## src/rtl/rom_wr_packer.sv

```systemverilog
// Packs 16-bit ioctl ROM words into 64-bit ddram writes (toggle req/ack) with byte enables.
// Latency: a write that completes a 64-bit word is presented on wr_req one cycle later when ddram is idle.
// Backpressure: ioctl_wait rises while a completed word waits on an outstanding write or a word sits in hold.
//
// Ports:
//   clk_sys, reset_n                        clock, async active-low reset
//   ioctl_download/wr/addr/data, ioctl_wait  hps_io download side (addr is a byte address, always even)
//   wr_addr/wr_data/wr_be/wr_req, wr_ack     ddram write side, one outstanding write at most
//   rom_size                                 highest written byte address + 2 for this download
//   busy                                     download active or data not yet acknowledged by ddram
module rom_wr_packer #(
  parameter int AW   = 25,
  parameter bit SWAP = 1'b1
) (
  input  logic          clk_sys,
  input  logic          reset_n,
  input  logic          ioctl_download,
  input  logic          ioctl_wr,
  input  logic [AW-1:0] ioctl_addr,
  input  logic [15:0]   ioctl_data,
  output logic          ioctl_wait,
  output logic [AW-4:0] wr_addr,
  output logic [63:0]   wr_data,
  output logic [7:0]    wr_be,
  output logic          wr_req,
  input  logic          wr_ack,
  output logic [AW-1:0] rom_size,
  output logic          busy
);

  // Place a lane-ordered 16-bit word into its slot of the 64-bit word.
  function automatic logic [63:0] f_place(input logic [15:0] word, input logic [1:0] lane);
    return {48'd0, word} << {lane, 4'd0};
  endfunction

  function automatic logic [7:0] f_be(input logic [1:0] lane);
    return 8'h03 << {lane, 1'b0};
  endfunction

  // Assembly buffer, hold register and issued-write registers
  logic [AW-4:0] r_asm_addr, n_asm_addr;
  logic [63:0]   r_asm_data, n_asm_data;
  logic [7:0]    r_asm_be,   n_asm_be;
  logic          r_commit,   n_commit;
  logic          r_hold_vld, n_hold_vld;
  logic [AW-4:0] r_hold_addr, n_hold_addr;
  logic [1:0]    r_hold_lane, n_hold_lane;
  logic [15:0]   r_hold_word, n_hold_word;
  logic [AW-4:0] r_wr_addr,  n_wr_addr;
  logic [63:0]   r_wr_data,  n_wr_data;
  logic [7:0]    r_wr_be,    n_wr_be;
  logic          r_wr_req,   n_wr_req;
  logic [AW-1:0] r_rom_size, n_rom_size;
  logic          r_wait,     n_wait;
  logic          r_busy,     n_busy;
  logic          r_dl_d;

  logic [1:0]    w_lane;
  logic [AW-4:0] w_word_addr;
  logic [15:0]   w_word;
  logic [AW-1:0] w_addr_p2;
  logic          w_accept;
  logic          w_idle;
  logic          w_dl_rise;
  logic          w_issue;
  logic          w_hold_merge;
  logic          w_unused;

  assign w_lane      = ioctl_addr[2:1];
  assign w_word_addr = ioctl_addr[AW-1:3];
  // Lane order: lower byte of the 16-bit slot is the lower DDR byte address.
  assign w_word      = SWAP ? {ioctl_data[7:0], ioctl_data[15:8]} : ioctl_data;
  assign w_addr_p2   = ioctl_addr + AW'(2);
  // Writes arriving during a stall are protocol violations and are dropped.
  assign w_accept    = ioctl_wr & ~r_wait;
  assign w_idle      = (r_wr_req == wr_ack);
  assign w_dl_rise   = ioctl_download & ~r_dl_d;
  assign w_issue     = r_commit & w_idle & ~w_dl_rise;
  // The held word only moves in once the previous buffer has left.
  assign w_hold_merge = r_hold_vld & ~r_commit & (r_asm_be == 8'd0) & ~w_dl_rise;
  assign w_unused    = ioctl_addr[0];

  always_comb begin
    n_asm_addr  = r_asm_addr;
    n_asm_data  = r_asm_data;
    n_asm_be    = r_asm_be;
    n_commit    = r_commit;
    n_hold_vld  = r_hold_vld;
    n_hold_addr = r_hold_addr;
    n_hold_lane = r_hold_lane;
    n_hold_word = r_hold_word;
    n_wr_addr   = r_wr_addr;
    n_wr_data   = r_wr_data;
    n_wr_be     = r_wr_be;
    n_wr_req    = r_wr_req;
    n_rom_size  = r_rom_size;

    if (w_dl_rise) begin
      n_asm_addr = '0;
      n_asm_data = '0;
      n_asm_be   = '0;
      n_commit   = 1'b0;
      n_hold_vld = 1'b0;
      n_rom_size = '0;
    end

    if (w_issue) begin
      n_wr_addr  = r_asm_addr;
      n_wr_data  = r_asm_data;
      n_wr_be    = r_asm_be;
      n_wr_req   = ~r_wr_req;
      n_asm_data = '0;
      n_asm_be   = '0;
      n_commit   = 1'b0;
    end else if (w_hold_merge) begin
      n_asm_addr = r_hold_addr;
      n_asm_data = f_place(r_hold_word, r_hold_lane);
      n_asm_be   = f_be(r_hold_lane);
      n_hold_vld = 1'b0;
    end

    // Outside a download any leftover partial word is flushed.
    if (!ioctl_download && (r_asm_be != 8'd0) && !r_commit)
      n_commit = 1'b1;

    if (w_accept) begin
      if (w_addr_p2 > n_rom_size)
        n_rom_size = w_addr_p2;
      if ((n_asm_be == 8'd0) || (n_asm_addr == w_word_addr)) begin
        n_asm_addr = w_word_addr;
        n_asm_data = (n_asm_data & ~f_place(16'hFFFF, w_lane)) | f_place(w_word, w_lane);
        n_asm_be   = n_asm_be | f_be(w_lane);
        if (n_asm_be == 8'hFF)
          n_commit = 1'b1;
      end else begin
        n_hold_vld  = 1'b1;
        n_hold_addr = w_word_addr;
        n_hold_lane = w_lane;
        n_hold_word = w_word;
        n_commit    = 1'b1;
      end
    end

    n_wait = (n_commit && (n_wr_req != wr_ack)) || n_hold_vld;
    n_busy = ioctl_download || (r_asm_be != 8'd0) || r_commit || r_hold_vld || (r_wr_req != wr_ack);
  end

  always_ff @(posedge clk_sys or negedge reset_n) begin
    if (!reset_n) begin
      r_asm_addr  <= '0;
      r_asm_data  <= '0;
      r_asm_be    <= '0;
      r_commit    <= 1'b0;
      r_hold_vld  <= 1'b0;
      r_hold_addr <= '0;
      r_hold_lane <= '0;
      r_hold_word <= '0;
      r_wr_addr   <= '0;
      r_wr_data   <= '0;
      r_wr_be     <= '0;
      r_wr_req    <= 1'b0;
      r_rom_size  <= '0;
      r_wait      <= 1'b0;
      r_busy      <= 1'b0;
      r_dl_d      <= 1'b0;
    end else begin
      r_asm_addr  <= n_asm_addr;
      r_asm_data  <= n_asm_data;
      r_asm_be    <= n_asm_be;
      r_commit    <= n_commit;
      r_hold_vld  <= n_hold_vld;
      r_hold_addr <= n_hold_addr;
      r_hold_lane <= n_hold_lane;
      r_hold_word <= n_hold_word;
      r_wr_addr   <= n_wr_addr;
      r_wr_data   <= n_wr_data;
      r_wr_be     <= n_wr_be;
      r_wr_req    <= n_wr_req;
      r_rom_size  <= n_rom_size;
      r_wait      <= n_wait;
      r_busy      <= n_busy;
      r_dl_d      <= ioctl_download;
    end
  end

  assign ioctl_wait = r_wait;
  assign wr_addr    = r_wr_addr;
  assign wr_data    = r_wr_data;
  assign wr_be      = r_wr_be;
  assign wr_req     = r_wr_req;
  assign rom_size   = r_rom_size;
  assign busy       = r_busy;

endmodule

```

## config.mk

```make
export PLATFORM = sky130hd
export DESIGN_NAME = rom_wr_packer
export DESIGN_NICKNAME = d
export VERILOG_FILES = /design/src/rtl/rom_wr_packer.sv
export SDC_FILE = /design/constraint.sdc
export NUM_CORES = 1
export LEC_CHECK = 0
export CAP_MARGIN = 20
export CORE_MARGIN = 10
export CORE_UTILIZATION = 30
export DETAILED_ROUTE_END_ITERATION = 6
export HOLD_SLACK_MARGIN = 0.15
export PLACE_DENSITY_LB_ADDON = 0.2
export SYNTH_ARGS = -nofsm -noshare
export SYNTH_HDL_FRONTEND = slang
export SYNTH_SLANG_ARGS = --single-unit
```

## constraint.sdc

```tcl
create_clock -name clk_sys -period 4.8 [get_ports clk_sys]
set_input_delay 1.2 -clock clk_sys [delete_from_list [all_inputs] [get_ports clk_sys]]
set_output_delay 1.2 -clock clk_sys [all_outputs]
set_load 0.01 [all_outputs]
```

### Word level (Yosys, flattened, before mapping)

Cells that the tools add are included.

| operators by class | value |
|---|---|
| $add $sub $neg | 1 |
| magnitude comparators | 1 |
| equal/unequal tests | 5 |
| shift-type cells | 5 |
| multiplexer cells | 30 |
| bitwise operators | 17 |
| reduce and logical (&&, ||, !) cells | 15 |

Operators with widths:

| cell | count |
|---|---|
| $mux W64 | 5 |
| $shl A16 B6 Y64 | 2 |
| $mux W22 | 5 |
| $mux W25 | 3 |
| $and A64 B64 Y64 | 1 |
| $not A64 Y64 | 1 |
| $or A64 B64 Y64 | 1 |
| $shl A16 B6 Y64 const A | 1 |
| $mux W8 | 5 |
| $add A25 B2 Y25 const B | 1 |
| $gt A25 B25 Y1 | 1 |
| $eq A22 B22 Y1 | 1 |
| $logic_not A8 Y1 | 2 |
| $shl A2 B3 Y8 const A | 2 |
| $mux W1 | 12 |
| $eq A8 B8 Y1 const B | 1 |
| $or A8 B8 Y8 | 1 |
| $reduce_bool A8 Y1 | 1 |
| $and A1 B1 Y1 | 7 |
| $logic_or A1 B1 Y1 | 6 |
| $not A1 Y1 | 6 |
| $logic_and A1 B1 Y1 | 3 |
| $logic_not A1 Y1 | 2 |
| $ne A1 B1 Y1 | 2 |
| 2 further kinds | 2 |

| word-level totals | value |
|---|---|
| register bits after elaboration | 259 |
| bits of input ports | 46 |
| output and inout port bits | 122 |
| word-level logic and storage cells | 90 |

### Depth between registers and ports, before layout

Gate-level depths: netlist of the first run.

| logic depth | value |
|---|---|
| depth after elaboration | 13 |
| gate-level depth with buffers | 17 |

### Worst setup path after synthesis of the first run

Ideal clock, no wire load.

| timing | value |
|---|---|
| path type | input to register |
| start point | input ioctl_addr[6] |
| end point | register r_rom_size[0], in the netlist rom_size[0] |
| setup time | 0.125 ns |
| arrival time | 4.638 ns |
| setup slack | 0.038 ns |
| stages on the path | 16 |
| buffers on the path | 1 |
| path through | clkbuf_1 > nand3_1 > or3_1 > or2_2 > nor2_1 > nand3_1 > xnor2_1 > ha_1 > a21o_1 > a21o_1 > a21oi_1 > o21ai_0 > a2111oi_0 > a21oi_1 > nand2_1 > mux2_2 |

| on the way | value |
|---|---|
| longest elaborated chain between the ends | 4 |

Ends and longest elaborated chain:

| what | line | text |
|---|---|---|
| start, declared | 19 | `input logic [AW-1:0] ioctl_addr,` |
| $add A25 B2 Y25 | 73 | `assign w_addr_p2 = ioctl_addr + AW'(2);` |
| $gt A25 B25 Y1 | 127 | `if (w_addr_p2 > n_rom_size)` |
| $mux W25 | 127 |  |
| $mux W25 | 126 | `if (w_accept) begin` |
| net n_rom_size[0] | 53 | `logic [AW-1:0] r_rom_size, n_rom_size;` |
| end signal, assigned | 179 | `r_rom_size <= n_rom_size;` |
| end, declared | 53 |  |

The timed path passes the listed nets, and every way through them passes these cells.
A chain may end at the register's enable or synchronous reset.

### Worst setup path in the final report of the first run

| timing | value |
|---|---|
| start point | input ioctl_addr[1] |
| end point | register r_rom_size[14], in the netlist rom_size[14] |

| on the way | value |
|---|---|
| longest elaborated chain between the ends | 4 |

Ends and longest elaborated chain:

| what | line |
|---|---|
| $add A25 B2 Y25 (*) | 73 |
| $gt A25 B25 Y1 | 127 |
| $mux W25 (*) | 127 |
| $mux W25 (*) | 126 |
| net n_rom_size[14] | 53 |

The timed path passes the listed nets; every way through them passes the cells marked *.

==> results.yml, run 1 <==
logic_synthesis:
  syn_area_um2: 13300
  syn_avg_cell_area_um2: 9.33
  synthMuxAreaShare_pct: 5.59
  ys_ff_latch: 259
  synth-adder-area-share_pct: 2.73
  synth-simple-area-share_pct: 20.1
  ys_types: 67
  synth-async-reset-ratio_pct: 100
  synth-xor-area-share_pct: 2.37
  synth_edf_count: 0
  synth_top_family_by_area: "simple AND/OR/NAND/NOR gates"
  synth_cells: 1424
  syn-num-nets: 1499
  yosysSeqAreaShare_pct: 48.8
  yosysWarnings: 0
  synthFlopType: "dfrtp_1"
  synth_compound_area_share_pct: 15.9
clock_tree:
  clock_tree.root_cell: "clkbuf_16"
  holdBufCountCts: 0
  cts_tree: "yes"
  post_cts_resized: 0
  cts_setup_buffers: 0
  path_clk_slew_ps: 60
  clock_path_buffers: 3
  clkLatencyLatePin_ps: 600
  cts_buffers: 31
  clkSinkCount: 259
  cts.htree.levels: 1
global_route:
  antenna_found_initial: 1
  overflow: 0
  grt_pass1_vias: 11473
  grt_pass1_wl_um: 72300
  grt_max_degree: 113
  track_usage_pct: 17.3
timing:
  setup_viol: 0
  tightest_slew_ps: 1190
  rsz0062_at_grt: "false"
  period_needed_ps: 4450
  max_freq_ghz: 0.225
  skew_ps: 17.6
  finalSetupTns_ps: 0
  hold_viol_final: 0
  fin_crit_sh_pct: 92.8
  maxSlewViolCount: 0
  slew_headroom_pct: 20.4
routing:
  drtIter0Drc: 839
  dr_total_vias: 11393
  post-route-drc-count: 0
  via_per_inst: 5.10
  routed_wl_um: 47500
  antenna_left: 0
  wire_per_inst_um: 21.3
  first_pass_iters: 5
power:
  power.leakage_nw: 7.92
  p_per_area_nw_per_um2: 627
  vdd_drop_max_v: 0.000315
  total_power_mw: 10.8
setup_path:
  worstSetupEndpointType: "flip-flop"
  timing.critical_path.arrival_ps: 4920
  required_ps: 5270
  criticalPathCategory: "input port to flip-flop"
  start_kind: "input port"
  critPathMaxFanout: 36
finish:
  drive_above_1_share_pct: 14.6
  finish.instance_area_um2: 17200
  n_antenna_cell: 0
  final_nets: 1694
  final_util_pct: 39.0
  area_delta_synth_final_pct: 29.3
die:
  core_um2: 44000
  io_pins: 168
  start_util_pct: 30.2
  die_w_um: 230
  die-area_um2: 53100
  rows: 77
  die_y_um: 230
placed_design:
  gp_congestion: 0.880
  place_area_um2: 16200
  portBuffers: 167
  dp_hpwl_um: 33500
run:
  cap_violations: 0
hold_path:
  hp-class: "flip-flop to flip-flop"
status:
  status: "finished clean"
==> Yosys cell counts (5+ instances only) <==
cell type	number	area (um2)
a21o_1	11	82.6
buf_1	9	33.8
ha_1	29	363
buf_6	9	101
nor2b_1	13	81.3
o22ai_1	43	269
nand4_1	15	93.8
nor4_1	5	31.3
o21ai_0	26	130
xor2_1	12	105
a21oi_1	110	551
a31oi_1	5	31.3
a2111oi_0	5	43.8
mux2i_1	9	90.1
mux2_2	27	304
nor2_1	28	105
a31o_2	21	184
clkbuf_1	76	285
buf_2	7	35.0
xnor2_1	24	210
o31ai_1	5	37.5
nand3_1	18	90.1
o32ai_1	13	114
inv_1	34	128
nor3_1	15	75.1
mux2_1	31	349
dfrtp_1	259	6480
nand2_1	406	1520
nand2b_1	6	37.5
o32ai_2	18	293
and3_1	67	419
==> worst max-delay path: stages <==
cell and delay, ps:
clkdlybuf4s50_1 520, inv_1 90, nor2_1 160, nand4_1 140, or2_2 330, nor2_1 150, buf_4 140, xnor2_1 150
ha_1 290, a21o_1 190, a21o_1 170, a21oi_1 150, o21ai_0 120, a2111oi_0 400, buf_4 190, a21oi_2 80
buf_12 180, a31o_2 260
==> stage by stage <==
step	hold WS (ps)	setup WS [ps]	std cells
2_1_floorplan	439	37.6	1424
3_3_place_gp	458	-273	2178
3_5_place_dp	456	-255	2178
4_1_cts	469	354	2234
5_1_grt	485	112	2234
6_report	458	346	2234
==> flip-flops by register name (all words and copies together) (netlist names) <==
register / flops
wr_req: 1
r_asm_addr: 22
rom_size: 25
r_dl_d: 1
busy: 1
wr_data: 64
r_hold_word: 16
r_hold_lane: 2
r_asm_data: 64
wr_addr: 22
r_commit: 1
ioctl_wait: 1
r_asm_be: 8
r_hold_vld: 1
r_hold_addr: 22
wr_be: 8
==> per-layer routing <==
layer | wire (um) | GRT usage (%) | up-vias
li1 | - | - | 5355
met2 | 23700 | 30.1 | 348
met5 | 13 | 0 | -
met4 | 1300 | 4.71 | 2
met3 | 2680 | 2.97 | 65
met1 | 19900 | 21.7 | 5623
==> final cells by class <==
type                    instances  area [um2]
well taps                     592         741
clock buffers                  45         898
repair buffers                266        2560
inverters                      34         128
fillers                      4422       26800
flip-flops and latches        259        6480
multi-input cells            1027        6260
clock inverters                11         120
==> power breakdown <==
part	internal, mW	switching, mW	leakage, nW
combinational	2.11	2.41	3.99
clock	1.40	0.986	0.510
sequential	3.09	0.767	3.42
total	6.60	4.16	7.92
==> layout by cell type (no fill, tap or decap), drive strengths merged, types with 4 or more instances in the layout <==
master / count
a2111oi: 5
a21o: 11
a21oi: 110
a31o: 21
a31oi: 5
and2: 4
and3: 67
buf: 100
clkbuf: 45
clkdlybuf4s50: 166
clkinv: 8
dfrtp: 259
ha: 29
inv: 35
mux2: 58
mux2i: 9
nand2: 406
nand2b: 6
nand3: 18
nand4: 15
nor2: 30
nor2b: 13
nor3: 19
nor4: 6
o21ai: 27
o22ai: 43
o31ai: 6
o32ai: 31
or2: 6
xnor2: 24
xor2: 12
==> cell families (layout without fill, tap and decap cells) <==
logic type,count (synthesis),after routing
AO/OA/AOI/OAI,298,298
XOR/XNOR,36,36
adder cells (fa/ha/maj),29,29
buffers and inverters,138,356
flip-flops,259,259
multiplexers,67,67
AND/OR/NAND/NOR,597,597
==> final timing paths <==
kind	startpoint	end	slack [ps]	cells past startpoint
min in group asynchronous	reset_n	wr_data[17]	640	1
max in group asynchronous	reset_n	r_asm_data[28]	3050	2
worst max register to register	r_asm_be[2]	r_asm_addr[13]	1210	11
worst min register to register	r_asm_data[62]	wr_data[62]	460	2
worst max-delay path	ioctl_addr[1]	rom_size[14]	350	18
worst min-delay path	r_asm_data[62]	wr_data[62]	460	2
Note: power is estimated with default switching activity, not from simulation.
==> inputs of run 2 (changes only) <==
--- a/config.mk
+++ b/config.mk
@@ -6,8 +6,8 @@
 export NUM_CORES = 1
 export LEC_CHECK = 0
 export CAP_MARGIN = 20
-export CORE_MARGIN = 10
-export CORE_UTILIZATION = 30
+export CORE_MARGIN = 2
+export CORE_UTILIZATION = 35
 export DETAILED_ROUTE_END_ITERATION = 6
 export HOLD_SLACK_MARGIN = 0.15
 export PLACE_DENSITY_LB_ADDON = 0.2
==> run 2 against run 1 <==
Compared with the run above:
- count of clock-buffer cells in the layout down 3
- cell area fell by 0.60%
- hold slack better by 11 ps
- global-route usage increased by 5.3 points
- sequential power hardly changed
- wire length shrank 6.5%
- power is 1.3% lower
- non-clock buffer count grew 8
- critical path type unchanged
- critical endpoint is now rom_size[0]
- largest power group unchanged
==> results.yml, run 2 (synthesis results as in run 1) <==
clock_tree:
  holdBufCountCts: 0
  clkSinkCount: 259
  cts_tree: "yes"
  path_clk_slew_ps: 60
  cts_buffers: 30
  clock_tree.root_cell: "clkbuf_16"
  cts.htree.levels: 1
  clkLatencyLatePin_ps: 570
  clock_path_buffers: 3
finish:
  drive_above_1_share_pct: 14.9
  multi_input_area_um2: 6280
  final_nets: 1701
  area_delta_synth_final_pct: 28.5
  filler_cell_count: 3716
  seq_area_um2: 6480
  fin_cells: 2155
  final_common_cell: "nand2_1"
  layout_common_cells: "nand2_1 (406), dfrtp_1 (259), clkdlybuf4s50_1 (165), a21oi_1 (109), buf_4 (99)"
global_route:
  grt_pass1_vias: 11380
  grt_max_degree: 115
  overflow: 0
  antenna_found_initial: 1
  grt_pass1_wl_um: 69000
  global_route.usage.met1_pct: 29.8
  grtUsageMet2_pct: 38.0
  grt_busiest_layer: "met2"
  grt.met3_usage_pct: 2.75
  track_usage_pct: 22.6
power:
  power.leakage_nw: 7.93
  swShare_pct: 38.3
  p_int_mw: 6.56
  pwr-share-comb_pct: 42.0
  p_clk_share_pct: 21.7
  power_frac_seq_pct: 36.3
  vdd_drop_max_v: 0.000364
  p_switching_mw: 4.07
  p_per_area_nw_per_um2: 623
setup_path:
  start_kind: "input port"
  crit_start: "ioctl_addr[9]"
  critPathMaxFanout: 5
  worstSetupEndpointType: "flip-flop"
  reg2reg_slack_ps: 1210
  ff2ff_path_depth: 11
  r2r-start: "r_asm_be[0]"
  criticalPathCategory: "input port to flip-flop"
  required_ps: 5250
  reg2reg_to: "r_asm_be[0]"
  timing.critical_path.arrival_ps: 4970
routing:
  post-route-drc-count: 0
  wire_per_inst_um: 20.6
  routed_wl_um: 44400
  dr_total_vias: 11440
  via_per_inst: 5.31
  antenna_left: 0
  first_pass_iters: 6
  drtIter0Drc: 611
die:
  core_um2: 37600
  die-area_um2: 39600
  rows: 71
  die_w_um: 199
  io_pins: 168
  die_y_um: 199
  start_util_pct: 35.4
timing:
  slew_headroom_pct: 38.1
  hold_viol_final: 0
  max_freq_ghz: 0.221
  fin_crit_sh_pct: 94.3
  rsz0062_at_grt: "false"
  skew_ps: 10.6
  setup_viol: 0
  tightest_slew_ps: 928
  finalSetupTns_ps: 0
  maxSlewViolCount: 0
  period_needed_ps: 4530
placed_design:
  dpl.cell_count: 2104
  dp_hpwl_um: 30700
  portBuffers: 167
  gp_congestion: 0.867
hold_path:
  worstHoldPathCells: 2
  min_from: "wr_data[49]"
  min_to: "wr_data[49]"
  hp-class: "flip-flop to flip-flop"
status:
  status: "finished clean"
run:
  cap_violations: 0
run 2: cell types whose count changed in the layout (fill, tap and decap cells not counted), sizes merged:
cell,delta
diode,+1
buf,+8
clkinv,-4
inv,-1
clkbuf,-3
clkdlybuf4s50,-1
dlymetal6s2s,+1
bufinv,+1
run 2: worst max-delay path by stage:
stage,to,slack [ps],cells after the start
final,rom_size[0],270,17
after global placement,rom_size[0],-400,17
after CTS,rom_size[0],50,17
after detailed placement,rom_size[0],-540,17
after floorplan,rom_size[0],40,16
after global routing,rom_size[0],9,17
run 2: timing repair:
item,in CTS,in global routing
buffers inserted,0,0
hold endpoints to repair,0,0
gates resized for setup,0,7
setup endpoints to repair,0,25
run 2: metal layers:
metal  part of all wire [%]  up-vias
li1                       -     5377
met1                     43     5651
met2                     49      329
met3                    4.5       83
met4                    3.6        0
met5                      0        -
run 2: final cells by class:
class	instances	share of cell area (%)
clock inverter	7	0.711
tap	511	3.74
multi-input combinational	1027	36.8
sequential	259	38.0
timing repair buffer	274	15.1
antenna	1	0.0147
clock buffer	42	4.95
inverter	34	0.747
run 2: power by group through the flow:
stage | combinational (mW) | sequential, mW | clock, mW
final | 4.47 | 3.86 | 2.30
after global routing | 4.88 | 3.97 | 2.45
after global placement | 4.41 | 3.89 | 0
after detailed placement | 4.48 | 3.89 | 0
after CTS | 4.50 | 3.86 | 2.36
after floorplan | 2.37 | 3.82 | 0
run 2: through the flow:
step	total power, mW	area, um2	util [%]	setup slack (ps)	hold WS [ps]
after floorplan	6.19	13300	-	37.6	439
after global placement	8.30	16100	42.8	-398	453
after detailed placement	8.37	16100	42.8	-539	459
after CTS	10.7	17000	45.4	47.9	475
after global routing	11.3	17100	45.4	9.19	498
final	10.6	17100	45.4	272	469
run 2: critical path, cell delays in order:
cell	delay [ps]
clkdlybuf4s50_1	510
inv_1	90
or3_1	410
or2_2	300
nor2_1	150
nand3_1	140
xnor2_2	170
ha_1	330
a21o_1	190
a21o_1	180
a21oi_1	130
o21ai_1	130
a2111oi_2	320
buf_4	170
a21oi_2	100
nand2_1	130
mux2_2	340
==> inputs of run 3 (changes only) <==
--- a/config.mk
+++ b/config.mk
@@ -8,6 +8,7 @@
 export CAP_MARGIN = 20
 export CORE_MARGIN = 2
 export CORE_UTILIZATION = 35
+export CTS_BUF_LIST = sky130_fd_sc_hd__clkbuf_4 sky130_fd_sc_hd__clkbuf_8 sky130_fd_sc_hd__clkbuf_16
 export DETAILED_ROUTE_END_ITERATION = 6
 export HOLD_SLACK_MARGIN = 0.15
 export PLACE_DENSITY_LB_ADDON = 0.2
==> run 3 against run 2 <==
Compared with the run above:
- first-iteration DRC count is 11% higher
- wire length hardly changed
- final cell count stayed put
- sequential cell count stayed put
- count of clock-buffer cells in the layout stayed put
- sequential power hardly changed
- worst setup slack better by 12 ps
- clock power is 2% higher
- cell area is 0.15% higher
- combinational power hardly changed
- critical path type unchanged
- critical endpoint unchanged
- largest cell class unchanged
- largest power group unchanged
==> results.yml, run 3 (synthesis results as in run 1) <==
status:
  status: "finished clean"
setup_path:
  worstSetupEndpointType: "flip-flop"
  r2r-start: "r_asm_be[0]"
  crit_path_top_delay_cell: "clkdlybuf4s50_1"
  criticalPathCategory: "input port to flip-flop"
  reg2reg_to: "r_asm_be[0]"
  cp_common_cell: "a21o_1"
  timing.critical_path.arrival_ps: 4960
  start_kind: "input port"
  reg2reg_slack_ps: 1200
  required_ps: 5250
  ff2ff_path_depth: 11
  slowest_delay_ps: 510
  cp_top_family: "simple AND/OR/NAND/NOR gates"
  path_cells: "clkdlybuf4s50_1 -> inv_1 -> or3_1 -> or2_2 -> nor2_1 -> nand3_1 -> xnor2_2 -> ha_1 -> a21o_1 -> a21o_1 -> a21oi_1 -> o21ai_1 -> a2111oi_2 -> buf_4 -> a21oi_2 -> nand2_1 -> mux2_2"
  path_buf_inv: 3
  critPathMaxFanout: 5
routing:
  routed_wl_um: 44400
  antenna_left: 0
  post-route-drc-count: 0
  first_pass_iters: 5
  drtIter0Drc: 678
  dr_total_vias: 11408
  wire_per_inst_um: 20.6
  via_per_inst: 5.29
power:
  total_power_mw: 10.7
  power.leakage_nw: 7.96
  vdd_drop_max_v: 0.000362
  p_per_area_nw_per_um2: 624
global_route:
  track_usage_pct: 22.6
  grt_pass1_wl_um: 69100
  grt_pass1_vias: 11391
  antenna_found_initial: 1
  grt_max_degree: 115
  overflow: 0
placed_design:
  gp_congestion: 0.867
  dpl.cell_count: 2104
  dp_slack_ps: -539
  portBuffers: 167
  place_area_um2: 16100
  dp_hpwl_um: 30700
timing:
  tightest_slew_ps: 931
  fin_crit_sh_pct: 94.1
  rsz0062_at_grt: "false"
  hold_viol_final: 0
  setup_viol: 0
  max_freq_ghz: 0.221
  worst_slack_ps: 285
  skew_ps: 9.34
  maxSlewViolCount: 0
  slew_headroom_pct: 37.9
  period_needed_ps: 4520
hold_path:
  min_from: "wr_data[49]"
  worstHoldPathCells: 2
  min_to: "wr_data[49]"
  hp-class: "flip-flop to flip-flop"
die:
  io_pins: 168
  core_um2: 37600
  start_util_pct: 35.4
  die-area_um2: 39600
  die_y_um: 199
  die_w_um: 199
  rows: 71
finish:
  final_nets: 1701
  area_delta_synth_final_pct: 28.7
  final_common_cell: "nand2_1"
  multi_input_area_um2: 6280
  final_util_pct: 45.5
  filler_cell_count: 3719
  fin_cells: 2155
  seq_area_um2: 6480
  finish.instance_area_um2: 17100
  drive_above_1_share_pct: 15.3
  layout_common_cells: "nand2_1 (406), dfrtp_1 (259), clkdlybuf4s50_1 (165), a21oi_1 (109), buf_4 (99)"
clock_tree:
  cts_setup_buffers: 0
  clock_tree.root_cell: "clkbuf_16"
  cts.htree.levels: 1
  cts_tree: "yes"
  clock_path_buffers: 3
  post_cts_resized: 0
  clkSinkCount: 259
  cts_buffers: 30
  path_clk_slew_ps: 60
  holdBufCountCts: 0
  clkLatencyLatePin_ps: 570
run:
  cap_violations: 0
run 3: final cells by class:
type	count	share of cell area, %
flip-flops and latches	259	37.9
multi-input cells	1027	36.7
repair buffers	274	15.1
clock buffers	42	5.10
well taps	511	3.74
inverters	34	0.746
clock inverters	7	0.710
diodes	1	0.0146
run 3: power breakdown:
group,total (mW),internal [mW],switching [mW]
logic,4.46,2.10,2.36
clock network,2.34,1.41,0.932
registers,3.86,3.09,0.770
total,10.7,6.60,4.07
run 3: per-stage QoR:
stage / TNS (ps) / hold WS (ps)
2_1_floorplan: 0 / 439
3_3_place_gp: -8720 / 453
3_5_place_dp: -12190 / 459
4_1_cts: 0 / 475
5_1_grt: 0 / 498
6_report: 0 / 469
run 3: how the worst max path moves through the flow:
| stage | start | endpoint | slack, ps | cells past startpoint |
|---|---|---|---|---|
| 2_1_floorplan | ioctl_addr[6] | rom_size[0] | 40 | 16 |
| 3_3_place_gp | ioctl_addr[8] | rom_size[0] | -400 | 17 |
| 3_5_place_dp | ioctl_addr[7] | rom_size[0] | -540 | 17 |
| 4_1_cts | ioctl_addr[7] | rom_size[0] | 50 | 17 |
| 5_1_grt | ioctl_addr[9] | rom_size[0] | 9 | 17 |
| 6_report | ioctl_addr[9] | rom_size[0] | 280 | 17 |
run 3: per-layer routing:
metal  vias up  global-route usage, %  part of all wire (%)
li1       5372                      -                     -
met1      5640                   29.7                    43
met5         -                      0                     0
met3        76                   2.85                   4.5
met4         0                   7.66                   3.3
met2       320                   38.3                    49
run 3: worst reg2reg max path: cells and delay by family, from the launching register on:
family | cells | cell delay (ps)
AOI/OAI and AO/OA | 3 | 720
buffers and inverters | 3 | 530
DFF | 1 | 430
and+or+nand+nor | 5 | 1790
